==> src/rtl/led_breathe_pkg.sv <==
// Shared state encoding and default sizing for the breathing LED driver.
package led_breathe_pkg;

    typedef enum logic [1:0] {
        RAMP_UP   = 2'd0,
        HOLD_HIGH = 2'd1,
        RAMP_DOWN = 2'd2,
        HOLD_LOW  = 2'd3
    } breathe_state_t;

    localparam int DEF_PWM_BITS   = 8;
    localparam int DEF_STEP_DIV   = 97656;
    localparam int DEF_HOLD_STEPS = 64;

endpackage

==> src/rtl/led_pwm_gen.sv <==
// PWM generator: free-running counter, period-boundary duty latch and
// registered LED compare.
module led_pwm_gen
    import led_breathe_pkg::*;
#(
    parameter int PWM_BITS = DEF_PWM_BITS
) (
    input  logic                clk,
    input  logic                rst,
    input  logic                en,
    input  logic [PWM_BITS-1:0] duty,
    output logic                led
);

    localparam logic [PWM_BITS-1:0] CNT_LAST = '1;

    logic [PWM_BITS-1:0] pwm_cnt;
    logic [PWM_BITS-1:0] duty_active;

    // Duty only changes on the last count so a running period never glitches.
    always_ff @(posedge clk or posedge rst) begin
        if (rst) begin
            pwm_cnt     <= '0;
            duty_active <= '0;
            led         <= 1'b0;
        end else begin
            pwm_cnt <= pwm_cnt + 1'b1;
            if (pwm_cnt == CNT_LAST) begin
                duty_active <= duty;
            end
            led <= en && (pwm_cnt < duty_active);
        end
    end

endmodule

==> src/rtl/led_breathe.sv <==
// Breathing LED: step prescaler, triangle level FSM and PWM output.
// Define LED_BREATHE_GAMMA_EN for squared (perceptual) duty mapping.
module led_breathe
    import led_breathe_pkg::*;
#(
    parameter int PWM_BITS   = DEF_PWM_BITS,
    parameter int STEP_DIV   = DEF_STEP_DIV,
    parameter int HOLD_STEPS = DEF_HOLD_STEPS
) (
    input  logic                clk,
    input  logic                rst,
    input  logic                en,
    output logic                LED,
    output logic [PWM_BITS-1:0] level,
    output logic [1:0]          state
);

    localparam int SW = (STEP_DIV > 1) ? $clog2(STEP_DIV) : 1;
    localparam int HW = (HOLD_STEPS > 1) ? $clog2(HOLD_STEPS) : 1;

    localparam logic [SW-1:0]       STEP_LAST = SW'(STEP_DIV - 1);
    localparam logic [HW-1:0]       HOLD_LAST = HW'(HOLD_STEPS - 1);
    localparam logic [PWM_BITS-1:0] LEVEL_MAX = '1;

    logic [SW-1:0]       step_cnt;
    logic                step_tick;
    breathe_state_t      state_q;
    breathe_state_t      state_d;
    logic [PWM_BITS-1:0] level_q;
    logic [PWM_BITS-1:0] level_d;
    logic [HW-1:0]       hold_cnt;
    logic [HW-1:0]       hold_d;
    logic [PWM_BITS-1:0] duty;

    assign step_tick = en && (step_cnt == STEP_LAST);

    always_ff @(posedge clk or posedge rst) begin
        if (rst) begin
            step_cnt <= '0;
        end else if (en) begin
            step_cnt <= step_tick ? '0 : step_cnt + 1'b1;
        end
    end

    always_ff @(posedge clk or posedge rst) begin
        if (rst) begin
            state_q  <= RAMP_UP;
            level_q  <= '0;
            hold_cnt <= '0;
        end else begin
            state_q  <= state_d;
            level_q  <= level_d;
            hold_cnt <= hold_d;
        end
    end

    always_comb begin
        state_d = state_q;
        level_d = level_q;
        hold_d  = hold_cnt;
        if (step_tick) begin
            unique case (state_q)
                RAMP_UP: begin
                    if (level_q == LEVEL_MAX) begin
                        state_d = HOLD_HIGH;
                        hold_d  = '0;
                    end else begin
                        level_d = level_q + 1'b1;
                    end
                end
                HOLD_HIGH: begin
                    if (hold_cnt == HOLD_LAST) begin
                        state_d = RAMP_DOWN;
                    end else begin
                        hold_d = hold_cnt + 1'b1;
                    end
                end
                RAMP_DOWN: begin
                    if (level_q == '0) begin
                        state_d = HOLD_LOW;
                        hold_d  = '0;
                    end else begin
                        level_d = level_q - 1'b1;
                    end
                end
                HOLD_LOW: begin
                    if (hold_cnt == HOLD_LAST) begin
                        state_d = RAMP_UP;
                    end else begin
                        hold_d = hold_cnt + 1'b1;
                    end
                end
            endcase
        end
    end

`ifdef LED_BREATHE_GAMMA_EN
    logic [2*PWM_BITS-1:0] level_sq;
    assign level_sq = {{PWM_BITS{1'b0}}, level_q} * {{PWM_BITS{1'b0}}, level_q};
    assign duty     = level_sq[2*PWM_BITS-1:PWM_BITS];
`else
    assign duty = level_q;
`endif

    led_pwm_gen #(
        .PWM_BITS(PWM_BITS)
    ) u_pwm (
        .clk (clk),
        .rst (rst),
        .en  (en),
        .duty(duty),
        .led (LED)
    );

    assign level = level_q;
    assign state = state_q;

endmodule

==> config.mk <==
export PLATFORM = sky130hd
export DESIGN_NAME = led_breathe
export DESIGN_NICKNAME = d
export VERILOG_FILES = /design/src/rtl/led_breathe_pkg.sv /design/src/rtl/led_pwm_gen.sv /design/src/rtl/led_breathe.sv
export SDC_FILE = /design/constraint.sdc
export NUM_CORES = 1
export LEC_CHECK = 0
export CAP_MARGIN = 25
export CORE_MARGIN = 2
export CORE_UTILIZATION = 55
export CTS_BUF_LIST = sky130_fd_sc_hd__clkbuf_2 sky130_fd_sc_hd__clkbuf_4 sky130_fd_sc_hd__clkbuf_8
export DETAILED_ROUTE_END_ITERATION = 6
export PLACE_DENSITY = 0.74
export RECOVER_POWER = 25
export SYNTH_ARGS = -nofsm -noshare
export SYNTH_HDL_FRONTEND = slang
export SYNTH_SLANG_ARGS = --single-unit
==> constraint.sdc <==
create_clock -name clk -period 4.6 [get_ports clk]
set_input_delay 0.92 -clock clk [delete_from_list [all_inputs] [get_ports clk]]
set_output_delay 0.92 -clock clk [all_outputs]
set_load 0.02 [all_outputs]
After elaboration in Yosys (flattened, before gate mapping)
Cells that the tools add are included.
{"block": "word_totals", "regBits": 50, "output_inout_bits": 11}
{"block": "op_classes", "n_eq_ne": 14, "muxes": 13, "n_lt_le_gt_ge": 1, "reduce_logical": 9, "add_sub_neg": 5}
{"cell": "2-to-1 mux 6 bit", "count": 3}
{"cell": "case mux 6 bit (3 select lines)", "count": 1}
{"cell": "adder 17 x 1 -> 17 bit, second input constant", "count": 1}
{"cell": "== test 17 bit, second input constant", "count": 1}
{"cell": "2-to-1 mux 17 bit", "count": 1}
{"cell": "adder 8 x 1 -> 8 bit, second input constant", "count": 2}
{"cell": "== test 8 bit, second input constant", "count": 2}
{"cell": "2-to-1 mux 8 bit", "count": 2}
{"cell": "case mux 8 bit (2 select lines)", "count": 1}
{"cell": "!= test 2 bit, second input constant", "count": 7}
{"cell": "logical NOT 8 bit", "count": 1}
{"cell": "less-than comparator 8 bit", "count": 1}
{"cell": "2-to-1 mux 2 bit", "count": 4}
{"cell": "case mux 2 bit (4 select lines)", "count": 1}
{"cell": "AND reduction 4 bit", "count": 2}
{"cell": "subtractor 8 x 1 -> 8 bit, second input constant", "count": 1}
{"cell": "adder 6 x 1 -> 6 bit, second input constant", "count": 1}
{"cell": "== test 6 bit, second input constant", "count": 1}
{"cell": "AND reduction 5 bit", "count": 1}
{"cell": "== test 2 bit, second input constant", "count": 2}
{"cell": "== test 2 x 1 -> 1 bit, second input constant", "count": 1}
{"cell": "logical AND 1 bit", "count": 2}
{"cell": "logical NOT 2 bit", "count": 1}
{"cell": "nonzero test 2 bit", "count": 1}
{"cell": "OR reduction 2 bit", "count": 1}

Logic depth before layout (Yosys ltp)
{"block": "logic_depth", "ltp_word": 4, "ltp_mapped": 11, "mapped_depth_nobuf": 9}

Hierarchy
A second synthesis with hierarchy kept.
{"block": "unflattened", "hier_cells": 285, "area_unflattened_um2": 2915.3}
{"module": "led_breathe", "instances": 1, "area_each_um2": 2087.0, "cells_each": 218, "seq_area_each_um2": 825.8}
{"module": "led_pwm_gen", "instances": 1, "area_each_um2": 828.3, "cells_each": 67, "seq_area_each_um2": 425.4}

Worst setup path after synthesis
Ideal clock, no wire load.
{"block": "synth_timing", "path_type": "register to register", "startpoint": "register state_q[0], in the netlist state[0]", "endpoint": "register level_q[4], in the netlist level[4]", "t_required_ns": 4.521, "path_stages_with_launch": 12, "setup_slack_ns": 2.072, "setup_ns": 0.079, "t_arrival_ns": 2.449, "cell_sequence": "dfrtp_1 > inv_1 > ha_1 > clkbuf_8 > clkbuf_1 > xor2_1 > ha_1 > and3b_1 > o21ai_0 > or2_2 > a21oi_2 > xor2_1"}
{"block": "synth_via", "elab_chain_cells": 3, "word_cells_on_any_way": 7, "cone_classes": "eq/ne (3); mux (1); reduce/logical (3)"}
{"item": "start, declared", "line": "led_breathe.sv:27", "source": "breathe_state_t state_q;"}
{"item": "start signal, assigned", "line": "led_breathe.sv:51", "source": "state_q <= state_d;"}
{"item": "== test 2 bit / logical NOT 2 bit (equally long branches)", "line": "led_breathe.sv:62", "source": "unique case (state_q)"}
{"item": "!= test 2 bit (no source line) / nonzero test 2 bit (equally long branches)"}
{"item": "AND reduction 4 bit (no source line)"}
{"item": "end signal, assigned", "line": "led_breathe.sv:52", "source": "level_q <= level_d;"}
{"item": "end, declared", "line": "led_breathe.sv:29", "source": "logic [PWM_BITS-1:0] level_q;"}
Parallel ways exist; a longest one is shown, timed or not.
A chain may end at the register's enable or synchronous reset.

==> metrics.txt <==
maxcap violations 1; unique cell type count in the Yosys netlist 55; Clock Latency Late Sink 300 ps; leading cell type in the layout, fill and taps excluded dfrtp_1; Hold Path Depth 1; setup TNS 0 ps; Area contributors post-synth dfrtp_1, ha_1, xor2_1, xnor2_1, nand2_1; Top Ports 14; starting density of the core 0.573; total gr overflow 0; critical path class input pin to async pin; HPWL after detailed placement 3.76 mm; die area 5950 µm²; initial DRC count 127; Slew @ Worst Pin 1750 ps; startpoint class of the critical path input pin; R2R Path End level[4]$_DFFE_PP0P_; maximum clock frequency 313 MHz; via count 2056; Power Dens Cells 275 nW/µm²; CTS sink cnt 50; Async SR Flop Fraction 1.00; fin crit period 3190 ps; Layout area overhead 7.82%; grt peak-use layer met2; clock slew at reported path FFs 80 ps; Die H 77.1 µm; post-synthesis sequential area ratio 0.425; setup repair bufs after CTS 0; violated checks max-capacitance violations, max-slew violations; clk root buf clkbuf_8; iteration count of the initial detailed-routing pass 4; routed vias/inst 5.59; htree depth 2; GR Layer Usage met2 0.326; Synth Register Bits 50; antenna viol nets, final 0; Post-Syn Area 2940 µm²; RSZ-0062 raised after global routing no; Remaining DRCs 0; CP required 4680 ps; Synth Instances 289; largest net degree at the start of global routing 34; antenna cells 0; Slew HR -0.164; share of cells above drive strength 1 0.107; TritonCTS clock tree built; commonest cells after routing, fill and taps aside dfrtp_1, nand2_1, nor2_1; Worst Hold Endpoint hold_cnt[0]$_DFFE_PP0P_; EDFF count, synth 0; crit share post-route 0.694; Port Buffers 13; final setup margin 1410 ps; Total GRT Usage 0.198; area share of the largest cell type after synthesis 0.425; Pins Over Slew Limit 34; R2R Setup Slk 1970 ps; Syn Area/Cell 10.2 µm²; Hold Startpoint hold_cnt[0]$_DFFE_PP0P_; Die Wd 77.1 µm; global routing usage on met3 0.0388; vias in the first global route 2091; dpl cells 360; RR Startpoint state[0]$_DFFE_PP0P_; Core Box Area 5140 µm²; crit path max fanout 33; Max IR drop VDD 0.192 mV; nets 317; gpl congestion 0.857; initial antenna violation count 0; Non-Filler Instances 368; WL/cell 14.1 µm; outcome finished, violations left; cell count of the worst reg-to-reg path 9; first-pass GRT wire length 9.57 mm; # hold bufs at CTS 0; final count of hold timing violations 0; Layout Skew 13.0 ps; cts repair resizes 0; Hold Crit Class flip-flop to flip-flop; Setup violations, final 0; CP Capture Type async pin; leakage 1.40 nW; yosys warns 0; Arr. time, crit path 3280 ps; CTS Buffer Depth 2; Routed WL 5.18 mm; Synth area leader dfrtp_1; worst slack, placed 1420 ps; ys flop type dfrtp_1; CTS Buf Count 5; row count 26; Synth Net Count 309; routing usage on met1 0.268
## power breakdown
part           switching (mW)  internal, mW  leakage, nW
clock                   0.142         0.168       0.0548
combinational          0.0374        0.0297        0.683
sequential             0.0305         0.464        0.662
total                   0.210         0.662         1.40
## critical path, stage by stage
cell and delay (ps):
dlygate4sd3_1 540, inv_1 490, clkbuf_1 1320
## cell type report
cell class              instances  area (µm²)
fillers                       460        1970
clock buffers                   6        76.3
well taps                      70        87.6
inverters                      20        75.1
repair buffers                 14         134
multi-input cells             206        1510
clock inverters                 2        37.5
flip-flops and latches         50        1250
## flip-flops by register name, summed over array words and instances (netlist names)
| signal | flops |
|---|---|
| hold_cnt | 6 |
| level | 8 |
| u_pwm.duty_active | 8 |
| step_cnt | 17 |
| u_pwm.led | 1 |
| u_pwm.pwm_cnt | 8 |
| state | 2 |
## through the flow
| stage | utilization | cell area (µm²) | power, mW | hold WS (ps) |
|---|---|---|---|---|
| after CTS | 0.620 | 3190 | 0.887 | 516 |
| final | 0.617 | 3170 | 0.872 | 511 |
| after detailed placement | 0.598 | 3080 | 0.571 | 492 |
| after floorplan | - | 2940 | 0.550 | 463 |
| after global placement | 0.594 | 3060 | 0.567 | 489 |
| after global routing | 0.617 | 3170 | 0.919 | 536 |
## how the worst max path moves through the flow
stage	startpoint	end	slack, ps	cells past startpoint
floorplan	state[0]$_DFFE_PP0P_	level[4]$_DFFE_PP0P_	2070	11
global placement	en	state[1]$_DFFE_PP0P_	1460	6
detailed placement	en	state[1]$_DFFE_PP0P_	1420	6
CTS	en	state[1]$_DFFE_PP0P_	1750	6
global route	rst	level[1]$_DFFE_PP0P_	890	3
finish	rst	state[1]$_DFFE_PP0P_	1410	3
## cell usage after synthesis (2+ instances only)
master    count
nor4_2        2
o22ai_1       3
nand2_1      23
a21boi_0      2
nand4_1      12
mux2i_1       2
nand3_1      10
nor2_1       23
a31o_2        3
nand2b_1      2
nor4_1        3
a21oi_2       3
inv_1        20
clkbuf_1      4
buf_6         5
ha_1         17
dfrtp_1      50
a21oi_1       8
o211ai_1      3
mux2_2        2
nor3b_1       2
xnor2_1      15
nor3_1        2
nor4bb_1      2
nand4b_1      2
a32oi_1       2
o21ai_0      13
xor2_1       17
buf_4         2
and3_2        5
o21a_1        4
a41o_1        2
and3_1        2
## cells by family (layout without fill, tap and decap cells)
group / count (synthesis) / in the layout / share of synthesized area
and+or+nand+nor: 102 / 102 / 0.202
muxes: 5 / 5 / 0.0196
DFF: 50 / 50 / 0.425
adders and majority gates: 17 / 17 / 0.0723
buffers and inverters: 33 / 42 / 0.0612
AOI/OAI and AO/OA: 50 / 50 / 0.124
xor gates and xnor gates: 32 / 32 / 0.0952
## metal layers
layer  part of all wire  vias up  wire (µm)
li1                   -     1029          -
met1               0.47      981       2420
met5                  0        -          0
met3              0.037       10        189
met4              0.011        0         57
met2               0.49       36       2510
No activity file was read; power rests on OpenSTA's default activity.
